## src/rtl/pipe_pkg.sv

```systemverilog
// Shared pipeline definitions: hazard sequencer state encoding, the NOP
// instruction word and the bundle of pipeline-register controls.
package pipe_pkg;

    localparam logic [1:0] ST_RUN    = 2'd0;
    localparam logic [1:0] ST_LDUSE  = 2'd1;
    localparam logic [1:0] ST_DWAIT  = 2'd2;
    localparam logic [1:0] ST_HALTED = 2'd3;

    localparam logic [15:0] NOP_INSTR = 16'h0800;

    typedef struct packed {
        logic pc_we;
        logic if_id_we;
        logic if_id_bubble;
        logic id_ie_we;
        logic id_ie_bubble;
        logic ie_im_we;
        logic im_iw_we;
    } ctrl_t;

    // Reset loads NOP into every stage, so enables and bubbles are all set.
    localparam ctrl_t CTRL_RESET  = '{1'b1, 1'b1, 1'b1, 1'b1, 1'b1, 1'b1, 1'b1};
    localparam ctrl_t CTRL_FLOW   = '{1'b1, 1'b1, 1'b0, 1'b1, 1'b0, 1'b1, 1'b1};
    localparam ctrl_t CTRL_FREEZE = '{1'b0, 1'b0, 1'b0, 1'b0, 1'b0, 1'b0, 1'b0};

endpackage

```

## src/rtl/dff.sv

```systemverilog
// Generic register cell with synchronous active-high reset to a constant.
module dff #(
    parameter int             W       = 1,
    parameter logic [W-1:0]   RST_VAL = '0
) (
    input  logic         clk,
    input  logic         rst,
    input  logic [W-1:0] d,
    output logic [W-1:0] q
);

    always_ff @(posedge clk) begin
        if (rst) q <= RST_VAL;
        else     q <= d;
    end

endmodule

```

## src/rtl/hazard_detect.sv

```systemverilog
// Load-use detector: a load in IE whose destination is read by the ID instr.
module hazard_detect (
    input  logic [2:0] ID_rs,
    input  logic [2:0] ID_rt,
    input  logic       ID_rs_vld,
    input  logic       ID_rt_vld,
    input  logic [2:0] IE_writeregsel,
    input  logic       IE_reg_en,
    input  logic       IE_mem_en,
    input  logic       IE_mem_wr,
    output logic       load_use
);

    logic is_load;
    logic rs_hit;
    logic rt_hit;

    assign is_load  = IE_mem_en & ~IE_mem_wr & IE_reg_en;
    assign rs_hit   = ID_rs_vld & (ID_rs == IE_writeregsel);
    assign rt_hit   = ID_rt_vld & (ID_rt == IE_writeregsel);
    assign load_use = is_load & (rs_hit | rt_hit);

endmodule

```

## src/rtl/pipe_hazard_ctrl.sv

```systemverilog
// Stall/flush sequencer for the 5-stage pipeline: load-use, redirects,
// cache-miss stalls and HALT drain, with a saturating stall-cycle counter.
module pipe_hazard_ctrl
    import pipe_pkg::*;
#(
    parameter int CNT_W = 16
) (
    input  logic             clk,
    input  logic             rst,
    input  logic [2:0]       ID_rs,
    input  logic [2:0]       ID_rt,
    input  logic             ID_rs_vld,
    input  logic             ID_rt_vld,
    input  logic [2:0]       IE_writeregsel,
    input  logic             IE_reg_en,
    input  logic             IE_mem_en,
    input  logic             IE_mem_wr,
    input  logic             IE_br_taken,
    input  logic             imem_stall,
    input  logic             dmem_stall,
    input  logic             IW_HALT,
    output logic             pc_we,
    output logic             if_id_we,
    output logic             if_id_bubble,
    output logic             id_ie_we,
    output logic             id_ie_bubble,
    output logic             ie_im_we,
    output logic             im_iw_we,
    output logic             halted,
    output logic [CNT_W-1:0] stall_cnt
);

    logic [1:0]       state;
    logic [1:0]       state_nxt;
    logic             redirect_pend;
    logic             pend_nxt;
    logic [CNT_W-1:0] cnt_q;
    logic [CNT_W-1:0] cnt_nxt;
    logic             load_use;
    ctrl_t            ctrl;

    hazard_detect u_hazard_detect (
        .ID_rs          (ID_rs),
        .ID_rt          (ID_rt),
        .ID_rs_vld      (ID_rs_vld),
        .ID_rt_vld      (ID_rt_vld),
        .IE_writeregsel (IE_writeregsel),
        .IE_reg_en      (IE_reg_en),
        .IE_mem_en      (IE_mem_en),
        .IE_mem_wr      (IE_mem_wr),
        .load_use       (load_use)
    );

    dff #(.W(2), .RST_VAL(ST_RUN)) u_state (
        .clk (clk), .rst (rst), .d (state_nxt), .q (state)
    );

    dff #(.W(1), .RST_VAL(1'b0)) u_pend (
        .clk (clk), .rst (rst), .d (pend_nxt), .q (redirect_pend)
    );

    dff #(.W(CNT_W), .RST_VAL('0)) u_cnt (
        .clk (clk), .rst (rst), .d (cnt_nxt), .q (cnt_q)
    );

    // DWAIT after the D-cache returns behaves exactly like RUN, and LDUSE
    // differs from RUN only in that the load-use check is suppressed.
    always_comb begin
        ctrl      = CTRL_FLOW;
        state_nxt = state;
        pend_nxt  = redirect_pend;
        if (rst) begin
            ctrl      = CTRL_RESET;
            state_nxt = ST_RUN;
            pend_nxt  = 1'b0;
        end else if (state == ST_HALTED) begin
            ctrl = CTRL_FREEZE;
        end else if (dmem_stall) begin
            ctrl      = CTRL_FREEZE;
            state_nxt = ST_DWAIT;
        end else begin
            state_nxt = ST_RUN;
            if (IE_br_taken) begin
                ctrl.if_id_bubble = 1'b1;
                ctrl.id_ie_bubble = 1'b1;
                ctrl.pc_we        = ~imem_stall;
                if (imem_stall) pend_nxt = 1'b1;
            end else if (load_use && (state != ST_LDUSE)) begin
                ctrl.pc_we        = 1'b0;
                ctrl.if_id_we     = 1'b0;
                ctrl.id_ie_bubble = 1'b1;
                state_nxt         = ST_LDUSE;
            end else if (imem_stall) begin
                ctrl.pc_we        = 1'b0;
                ctrl.if_id_bubble = 1'b1;
            end
            // The fetch in flight belongs to the squashed path; discard it
            // and load the redirect target once the I-cache answers.
            if (redirect_pend) begin
                ctrl.if_id_bubble = 1'b1;
                ctrl.pc_we        = ~imem_stall;
                if (!imem_stall) pend_nxt = 1'b0;
            end
            if (IW_HALT) state_nxt = ST_HALTED;
        end
    end

    always_comb begin
        cnt_nxt = cnt_q;
        if (!ctrl.pc_we && (cnt_q != {CNT_W{1'b1}}))
            cnt_nxt = cnt_q + {{(CNT_W-1){1'b0}}, 1'b1};
    end

    assign pc_we        = ctrl.pc_we;
    assign if_id_we     = ctrl.if_id_we;
    assign if_id_bubble = ctrl.if_id_bubble;
    assign id_ie_we     = ctrl.id_ie_we;
    assign id_ie_bubble = ctrl.id_ie_bubble;
    assign ie_im_we     = ctrl.ie_im_we;
    assign im_iw_we     = ctrl.im_iw_we;
    assign halted       = ~rst & (state == ST_HALTED);
    assign stall_cnt    = cnt_q;

endmodule
```

## config.mk

```make
export PLATFORM = sky130hd
export DESIGN_NAME = pipe_hazard_ctrl
export DESIGN_NICKNAME = d
export VERILOG_FILES = /design/src/rtl/pipe_pkg.sv /design/src/rtl/dff.sv /design/src/rtl/hazard_detect.sv /design/src/rtl/pipe_hazard_ctrl.sv
export SDC_FILE = /design/constraint.sdc
export NUM_CORES = 1
export LEC_CHECK = 0
export ABC_AREA = 1
export BUFFER_PORTS_ARGS = -buffer_cell sky130_fd_sc_hd__buf_2
export CAP_MARGIN = 20
export CELL_PAD_IN_SITES_DETAIL_PLACEMENT = 1
export CELL_PAD_IN_SITES_GLOBAL_PLACEMENT = 1
export CORE_MARGIN = 3
export CORE_UTILIZATION = 25
export CTS_CLUSTER_SIZE = 10
export DETAILED_ROUTE_END_ITERATION = 16
export PLACE_DENSITY = 0.66
export RECOVER_POWER = 25
export SLEW_MARGIN = 40
export SYNTH_ARGS = -nofsm -noshare
export SYNTH_HDL_FRONTEND = slang
export SYNTH_SLANG_ARGS = --single-unit
```

## constraint.sdc

```tcl
create_clock -name clk -period 1.6 [get_ports clk]
set_input_delay 0.16 -clock clk [delete_from_list [all_inputs] [get_ports clk]]
set_output_delay 0.16 -clock clk [all_outputs]
set_load 0.005 [all_outputs]
```

# After elaboration in Yosys (flattened, before gate mapping)
# Index checks and enable logic that the tools add are counted.
# classes
reduce_logical,4
n_mux,26
bitwise_logic,12
n_eq_ne,5
add_sub_neg,1
# ops
cell,count
1-bit 2-to-1 mux,20
"16-bit by 1-bit adder with 16-bit output, second input constant",1
"16-bit != test, second input constant",1
7-bit 2-to-1 mux,2
1-bit bitwise AND,6
3-bit == test,2
2-bit 2-to-1 mux,3
1-bit inverter,5
3-bit 2-to-1 mux,1
"2-bit == test, second input constant",1
1-bit logical AND,2
"2-bit by 1-bit != test with 1-bit output, second input constant",1
2-bit AND reduction,1
1-bit zero test,1
1-bit OR,1
# totals
in_bits,20
word_cells,51
out_inout_bits,24
reg_bits,19

# Depth between registers and ports, before layout
# Gate-level depths: netlist of the first run.
# depth
depth_word,13
depth_mapped,12

# Modules after synthesis
# A second synthesis of the first run with hierarchy kept.
# unflattened
cells_unflattened,260
area_unflattened_um2,1505.2
# by_module_without_submodules
module,cells_each,seq_area_each_um2,n_inst,area_each_um2
pipe_hazard_ctrl,167,0.0,1,807.0
dff at u_cnt,50,320.3,1,474.2
hazard_detect,34,0.0,1,138.9
dff at u_state,6,40.0,1,55.1
dff at u_pend,3,20.0,1,30.0

# Least setup slack after synthesis of the first run
# OpenSTA, ideal clock, no wires.
# synth_path
path_type,register -> register
startpoint,reg u_cnt.q[0]
endpoint,reg u_cnt.q[11]
synth_period_minus_slack_ps,1699
slack_ps,-99
path_stages_with_launch,10
required_ps,1468
setup_time_ps,132
arrival_ps,1567
cell_sequence,dfxtp_1 > ha_1 > nand2_1 > nor3_4 > nand2_2 > nor2_4 > nand3_4 > clkbuf_1 > nand4_1 > a21oi_1
# synth_via
elab_chain_len,2
elab_cells_between_ends,3
# synth_lines
item,line_no,text
start: declaration,dff.sv:9,output logic [W-1:0] q
start signal: assignment,dff.sv:13,if (rst) q <= RST_VAL;
start signal: assignment,dff.sv:14,else q <= d;
"parallel branches: the longest is 2 deep, another holds 16-bit by 1-bit adder with 16-bit output",-,
# Several ways; the timed one is not identified.
# A chain may end at the register's enable or synchronous reset.

# Worst setup path after layout of the first run
# layout_path
startpoint,reg u_state.q[1]
endpoint,out id_ie_bubble
# layout_via
elab_chain_len,7
elab_cells_between_ends,8
# layout_lines
item,line_no,text
start: declaration,dff.sv:9,
start signal: assignment,dff.sv:13,
start signal: assignment,dff.sv:14,
2-bit by 1-bit != test with 1-bit output,pipe_hazard_ctrl.sv:88,end else if (load_use && (state != ST_LDUSE)) begin
1-bit logical AND,pipe_hazard_ctrl.sv:88,
1-bit 2-to-1 mux,pipe_hazard_ctrl.sv:88,
1-bit 2-to-1 mux,pipe_hazard_ctrl.sv:83,if (IE_br_taken) begin
1-bit 2-to-1 mux,pipe_hazard_ctrl.sv:78,end else if (dmem_stall) begin
7-bit 2-to-1 mux (*),pipe_hazard_ctrl.sv:76,end else if (state == ST_HALTED) begin
7-bit 2-to-1 mux (*),pipe_hazard_ctrl.sv:72,if (rst) begin
end: declaration,pipe_hazard_ctrl.sv:26,"output logic id_ie_bubble,"
# Every way passes the cells marked *; elsewhere a longest branch is shown, timed or not.

==> flow_metrics.py, run 1 <==
metrics = {
    "sta": {
        "rsz0062_at_grt": "true",
        "slew_violations": 0,
        "fin_skew_ns": 0.00106,
        "fin_crit_sh_pct": 100,
        "max_freq_mhz": 622,
        "final_hold_viol_count": 0,
        "worst_hold_slack_ns": 0.185,
        "layout_min_cycle_time_ns": 1.61,
        "tightest_slew_ns": 0.361,
        "slew_headroom_pct": 75.9,
        "worst_slack_ns": -0.00673,
        "fin_setup_tns_ns": -0.00673,
        "report.final.setup_viol": 1,
    },
    "global_route": {
        "grt_pass1_vias": 1539,
        "grt_max_degree": 20,
        "grt_usage_pct": 14.1,
        "antenna_found_initial": 0,
        "grt_remaining_overflow": 0,
        "grt_pass1_wl_um": 7040,
    },
    "floorplanning": {
        "initial_core_util_pct": 26.8,
        "fp.dieW_um": 78.6,
        "row_count": 25,
        "fp.dieH_um": 78.6,
        "dieArea_um2": 6170,
        "io_pins": 44,
        "fp.coreArea_um2": 4910,
    },
    "setup_path": {
        "rrSetupSlack_ns": 0.01,
        "crit_path_end_kind": "primary output",
        "criticalPathCategory": "reg2out",
        "timing.rr.end": "u_cnt.q[4]$_SDFFE_PP0P_",
        "crit_path_end": "id_ie_bubble",
        "cp.required_ns": 1.44,
        "crit_start": "u_state.q[1]$_SDFFE_PP0N_",
        "arrival_ns": 1.45,
        "start_kind": "flop",
        "rr_worst_depth": 9,
        "r2r-start": "u_cnt.q[0]$_SDFFE_PP0P_",
        "crit_path_max_fanout": 2,
    },
    "run_status": {
        "outcome": "finished, violations left",
        "violations": "setup timing",
    },
    "route": {
        "first_pass_iters": 4,
        "drc": 0,
        "m1WireLength_um": 2260,
        "vias": 1602,
        "dr_wl_met2_um": 2280,
        "drt-vias-per-instance": 4.70,
        "wl_um": 4700,
        "drtIter0Drc": 66,
        "postRouteAntennaNets": 0,
        "routedWlPerCell_um": 13.8,
        "route.met3.wl_um": 121,
        "highest_layer": "met4",
    },
    "cts": {
        "hold_buffers": 0,
        "clock_latency_ns": 0.25,
        "numClockSinks": 19,
        "cts_tree": "done",
        "cts-htree-levels": 1,
        "cts-buffers-inserted": 3,
        "clockBufferDepth": 2,
        "root_buffer": "clkbuf_8",
        "clk_pin_slew_ns": 0.07,
    },
    "synthesis": {
        "syn_inst": 206,
        "netlist_area_um2": 1320,
        "synth_nets": 227,
        "yosysWarnings": 0,
        "synth-main-ff-cell": "dfxtp_1",
        "synth_seq_area_share_pct": 28.9,
        "ys_ff_latch": 19,
        "synth_edf_count": 0,
        "synth_top_area_cell": "dfxtp_1",
        "synthTopCellsByArea": "dfxtp_1 (29%), nand2_1 (17%), nand4_1 (7.6%)",
        "synth_area_per_cell_um2": 6.39,
        "async_flop_share_pct": 0,
        "synth_top_area_share_pct": 28.9,
        "synth.distinct_cells": 28,
    },
    "pwr": {
        "power_density_nw_per_um2": 543,
        "vdd.ir_drop.worst_mv": 0.261,
        "power_leakage_nw": 0.929,
    },
    "final_layout": {
        "syn2layout_area_growth_pct": 49.0,
        "drive_gt1_share_pct": 39.8,
        "final_common_cell": "nand2_1",
        "antenna_cells": 0,
        "mostFrequentLayoutCells": "nand2_1 (55), buf_2 (43), buf_4 (25), nor2_1 (24), inv_1 (21)",
        "fin_nets": 296,
    },
    "placement": {
        "gp_congestion": 0.790,
        "dp_hpwl_um": 3340,
        "portBuffers": 43,
    },
    "worst_hold_path": {
        "hold_class": "in2reg",
    },
    "flow_run": {
        "drv_cap": 0,
    },
}
stage by stage:
step           instances  utilization (%)  area (um^2)  power, mW  setup slack [ns]
6_report             341             39.9         1960       1.07          -0.00673
5_1_grt              341             39.9         1960       1.13            -0.104
4_1_cts              333             36.6         1800       1.04           0.00130
3_5_place_dp         326             35.1         1720      0.689            0.0151
3_3_place_gp         326             35.1         1720      0.684            0.0630
2_1_floorplan        206                -         1340      0.608           0.00959
area by class of cell:
cell class,instances,area [um^2]
Tap cell,67,83.8
Clock buffer,4,45.0
Sequential cell,19,388
Timing Repair Buffer,70,425
Inverter,26,97.6
Multi-Input combinational cell,155,922
Fill cell,662,2950
per-layer routing:
layer	track usage (%)	vias up
li1	-	802
met3	1.72	4
met4	3.15	0
met2	24.7	33
met1	18.4	763
met5	0	-
cell families after synthesis:
kind of cell    synth area share [%]
flops                           28.9
fa+ha+maj                      0.950
compound gates                  8.36
buf+inv                         10.9
simple gates                    42.9
xor+xnor                        7.99
power breakdown:
part / leakage, nW / total, mW / internal [mW] / switching [mW]
clock: 0.0228 / 0.344 / 0.177 / 0.167
sequential: 0.156 / 0.500 / 0.487 / 0.0127
combinational: 0.750 / 0.222 / 0.0947 / 0.127
total: 0.929 / 1.07 / 0.759 / 0.307
repair_timing:
action,4_1_cts,5_1_grt
endpoints found under the setup margin,2,20
cloned,0,2
pin swaps,2,11
resized for setup,4,25
buffers inserted,3,7
sequential cells by signal (all words and copies together) (netlist names):
name and cells:
u_cnt.q 16, u_pend.q 1, u_state.q 2
critical path, stage by stage, from the launching register on:
cell and delay (ns):
dfxtp_2 0.33, inv_2 0.06, a211oi_4 0.06, buf_4 0.14
buf_4 0.12, a211oi_1 0.27, nor2_1 0.08, buf_2 0.13
worst min path at each step:
stage	startpoint	to	slack, ns	cells after the start
2_1_floorplan	IW_HALT	u_state.q[1]$_SDFFE_PP0N_	0.31	2
3_3_place_gp	dmem_stall	u_state.q[0]$_SDFFE_PP0N_	0.45	4
3_5_place_dp	dmem_stall	u_state.q[0]$_SDFFE_PP0N_	0.46	4
4_1_cts	dmem_stall	u_state.q[0]$_SDFFE_PP0N_	0.18	4
5_1_grt	dmem_stall	u_state.q[0]$_SDFFE_PP0N_	0.19	4
6_report	dmem_stall	u_state.q[0]$_SDFFE_PP0N_	0.19	4
Yosys cell counts (3+ instances only):
master and instances:
nand2_1 59, nor2_1 25, inv_1 22, dfxtp_1 19, a21oi_1 16, nand4_1 16, xor2_1 9, nand3_1 7
clkbuf_1 3, inv_2 3, nor3_1 3, xnor2_1 3
Power figures use the tool's default switching activity.
==> run 2: changes to the inputs <==
--- a/config.mk
+++ b/config.mk
@@ -10,11 +10,12 @@
 export CAP_MARGIN = 20
 export CELL_PAD_IN_SITES_DETAIL_PLACEMENT = 1
 export CELL_PAD_IN_SITES_GLOBAL_PLACEMENT = 1
+export CORE_ASPECT_RATIO = 1.75
 export CORE_MARGIN = 3
 export CORE_UTILIZATION = 25
 export CTS_CLUSTER_SIZE = 10
 export DETAILED_ROUTE_END_ITERATION = 16
-export PLACE_DENSITY = 0.66
+export PLACE_DENSITY = 0.7
 export RECOVER_POWER = 25
 export SLEW_MARGIN = 40
 export SYNTH_ARGS = -nofsm -noshare
==> flow_metrics.py, run 2 (synthesis results as in run 1) <==
metrics = {
    "run_status": {
        "outcome": "finished, violations left",
        "violations": "setup timing",
    },
    "sta": {
        "slew_headroom_pct": 80.0,
        "rsz0062_at_grt": "true",
        "fin_setup_tns_ns": -0.185,
        "layout_min_cycle_time_ns": 1.64,
        "final_hold_viol_count": 0,
        "max_freq_mhz": 612,
        "slew_violations": 0,
        "fin_skew_ns": 0.00777,
        "tightest_slew_ns": 0.300,
        "report.final.setup_viol": 9,
        "worst_hold_slack_ns": 0.141,
        "fin_crit_sh_pct": 102,
        "worst_slack_ns": -0.0353,
    },
    "placement": {
        "dp_cells": 316,
        "portBuffers": 43,
        "dp_hpwl_um": 3680,
        "pre_cts_slack_ns": -0.0527,
        "gp_congestion": 0.815,
        "placed_area_um2": 1730,
    },
    "cts": {
        "root_buffer": "clkbuf_8",
        "cts-buffers-inserted": 3,
        "cts_tree": "done",
        "clockBufferDepth": 2,
        "cts-htree-levels": 1,
        "hold_buffers": 0,
        "clock_latency_ns": 0.27,
        "numClockSinks": 19,
        "clk_pin_slew_ns": 0.09,
    },
    "flow_run": {
        "drv_cap": 0,
    },
    "route": {
        "routedWlPerCell_um": 14.8,
        "first_pass_iters": 4,
        "vias": 1600,
        "route.met3.wl_um": 158,
        "drtIter0Drc": 35,
        "drt-vias-per-instance": 4.91,
        "dr_wl_met2_um": 2710,
        "m1WireLength_um": 1730,
        "drc": 0,
        "postRouteAntennaNets": 0,
        "highest_layer": "met4",
        "wl_um": 4830,
    },
    "setup_path": {
        "start_kind": "flop",
        "criticalPathCategory": "reg2reg",
        "cp.required_ns": 1.81,
        "arrival_ns": 1.84,
        "crit_path_end_kind": "flop",
        "crit_path_max_fanout": 9,
    },
    "final_layout": {
        "top_register": "u_cnt.q",
        "final_area_um2": 1900,
        "reg_top3": "u_cnt.q: 16 flops, u_state.q: 2 flops, u_pend.q: 1 flops",
        "instances_no_fill": 326,
        "final_common_cell": "nand2_1",
        "largest_register_ffs": 16,
        "antenna_cells": 0,
        "utilization_pct": 37.9,
        "syn2layout_area_growth_pct": 44.6,
        "mostFrequentLayoutCells": "nand2_1 (57), buf_2 (43), nor2_1 (23), buf_4 (23), inv_1 (20)",
        "drive_gt1_share_pct": 36.8,
        "fin_nets": 294,
    },
    "floorplanning": {
        "io_pins": 44,
        "dieArea_um2": 6210,
        "fp.dieW_um": 60.9,
        "fp.dieH_um": 102,
        "initial_core_util_pct": 26.2,
        "fp.coreArea_um2": 5020,
        "row_count": 34,
    },
    "pwr": {
        "seqPwrFrac_pct": 46.5,
        "power_density_nw_per_um2": 563,
        "switching_share_pct": 29.9,
        "pwr-share-comb_pct": 19.3,
        "vdd.ir_drop.worst_mv": 0.230,
        "power_mw": 1.07,
        "power.switching_uw": 320,
        "power_leakage_nw": 0.914,
        "intPower_uw": 751,
        "clockPowerShare_pct": 34.2,
    },
    "global_route": {
        "grt_usage_pct": 15.5,
        "grt_remaining_overflow": 0,
        "antenna_found_initial": 0,
        "grt_pass1_wl_um": 7240,
        "grt_max_degree": 19,
        "grt_pass1_vias": 1615,
    },
    "worst_hold_path": {
        "hold_class": "in2reg",
    },
}
run 2: changes by cell type in the layout (fill, tap and decap cells not counted), moves of 2 or more:
cell | before | now
nand3_2 | 3 | 1
a21oi_1 | 10 | 14
dfxtp_2 | 6 | 4
nand2_2 | 4 | 2
buf_4 | 25 | 23
dfxtp_1 | 13 | 15
nand2_1 | 55 | 57
a21oi_2 | 6 | 2
nand3_1 | 4 | 6
run 2: timing repair:
item,in CTS,in global routing
endpoints found under the setup margin,20,22
cloned,0,1
setup buffers,1,4
resized for setup,10,12
pin swaps,2,4
run 2: power by group through the flow:
| stage | clock, mW | sequential [mW] | combinational [mW] |
|---|---|---|---|
| 6_report | 0.366 | 0.498 | 0.207 |
| 3_3_place_gp | 0 | 0.507 | 0.185 |
| 5_1_grt | 0.382 | 0.500 | 0.234 |
| 4_1_cts | 0.369 | 0.498 | 0.197 |
| 3_5_place_dp | 0 | 0.507 | 0.189 |
| 2_1_floorplan | 0 | 0.510 | 0.0988 |
run 2: path summary, 6_finish.rpt:
check	start	endpoint	slack, ns	depth (start not counted)
worst max register to register	u_cnt.q[0]$_SDFFE_PP0P_	u_cnt.q[5]$_SDFFE_PP0P_	-0.04	9
worst min-delay path	IW_HALT	u_state.q[1]$_SDFFE_PP0N_	0.14	3
worst min register to register	u_cnt.q[3]$_SDFFE_PP0P_	u_cnt.q[3]$_SDFFE_PP0P_	0.50	2
worst max-delay path	u_cnt.q[0]$_SDFFE_PP0P_	u_cnt.q[5]$_SDFFE_PP0P_	-0.04	9
run 2: critical path, stage by stage, from the launching register on:
cell and delay (ns):
dfxtp_2 0.36, ha_4 0.16, nand2_4 0.06, nor3_4 0.21, nand2_2 0.10, nor2_4 0.11, nand3_4 0.13, nand3_2 0.24
nand2_1 0.09, a21oi_1 0.13
run 2: metal layers:
metal | vias to the layer above | global-route usage (%)
met4 | 0 | 8.68
met2 | 47 | 29.4
met5 | - | 0
li1 | 796 | -
met3 | 16 | 1.90
met1 | 741 | 15.2
run 2: final cells by class:
| class | instances | area, um^2 |
|---|---|---|
| Timing Repair Buffer | 69 | 422 |
| Tap cell | 54 | 67.6 |
| Inverter | 26 | 97.6 |
| Sequential cell | 19 | 385 |
| Clock buffer | 3 | 41.3 |
| Multi-Input combinational cell | 154 | 882 |
| Clock inverter | 1 | 7.51 |
| Fill cell | 670 | 3120 |
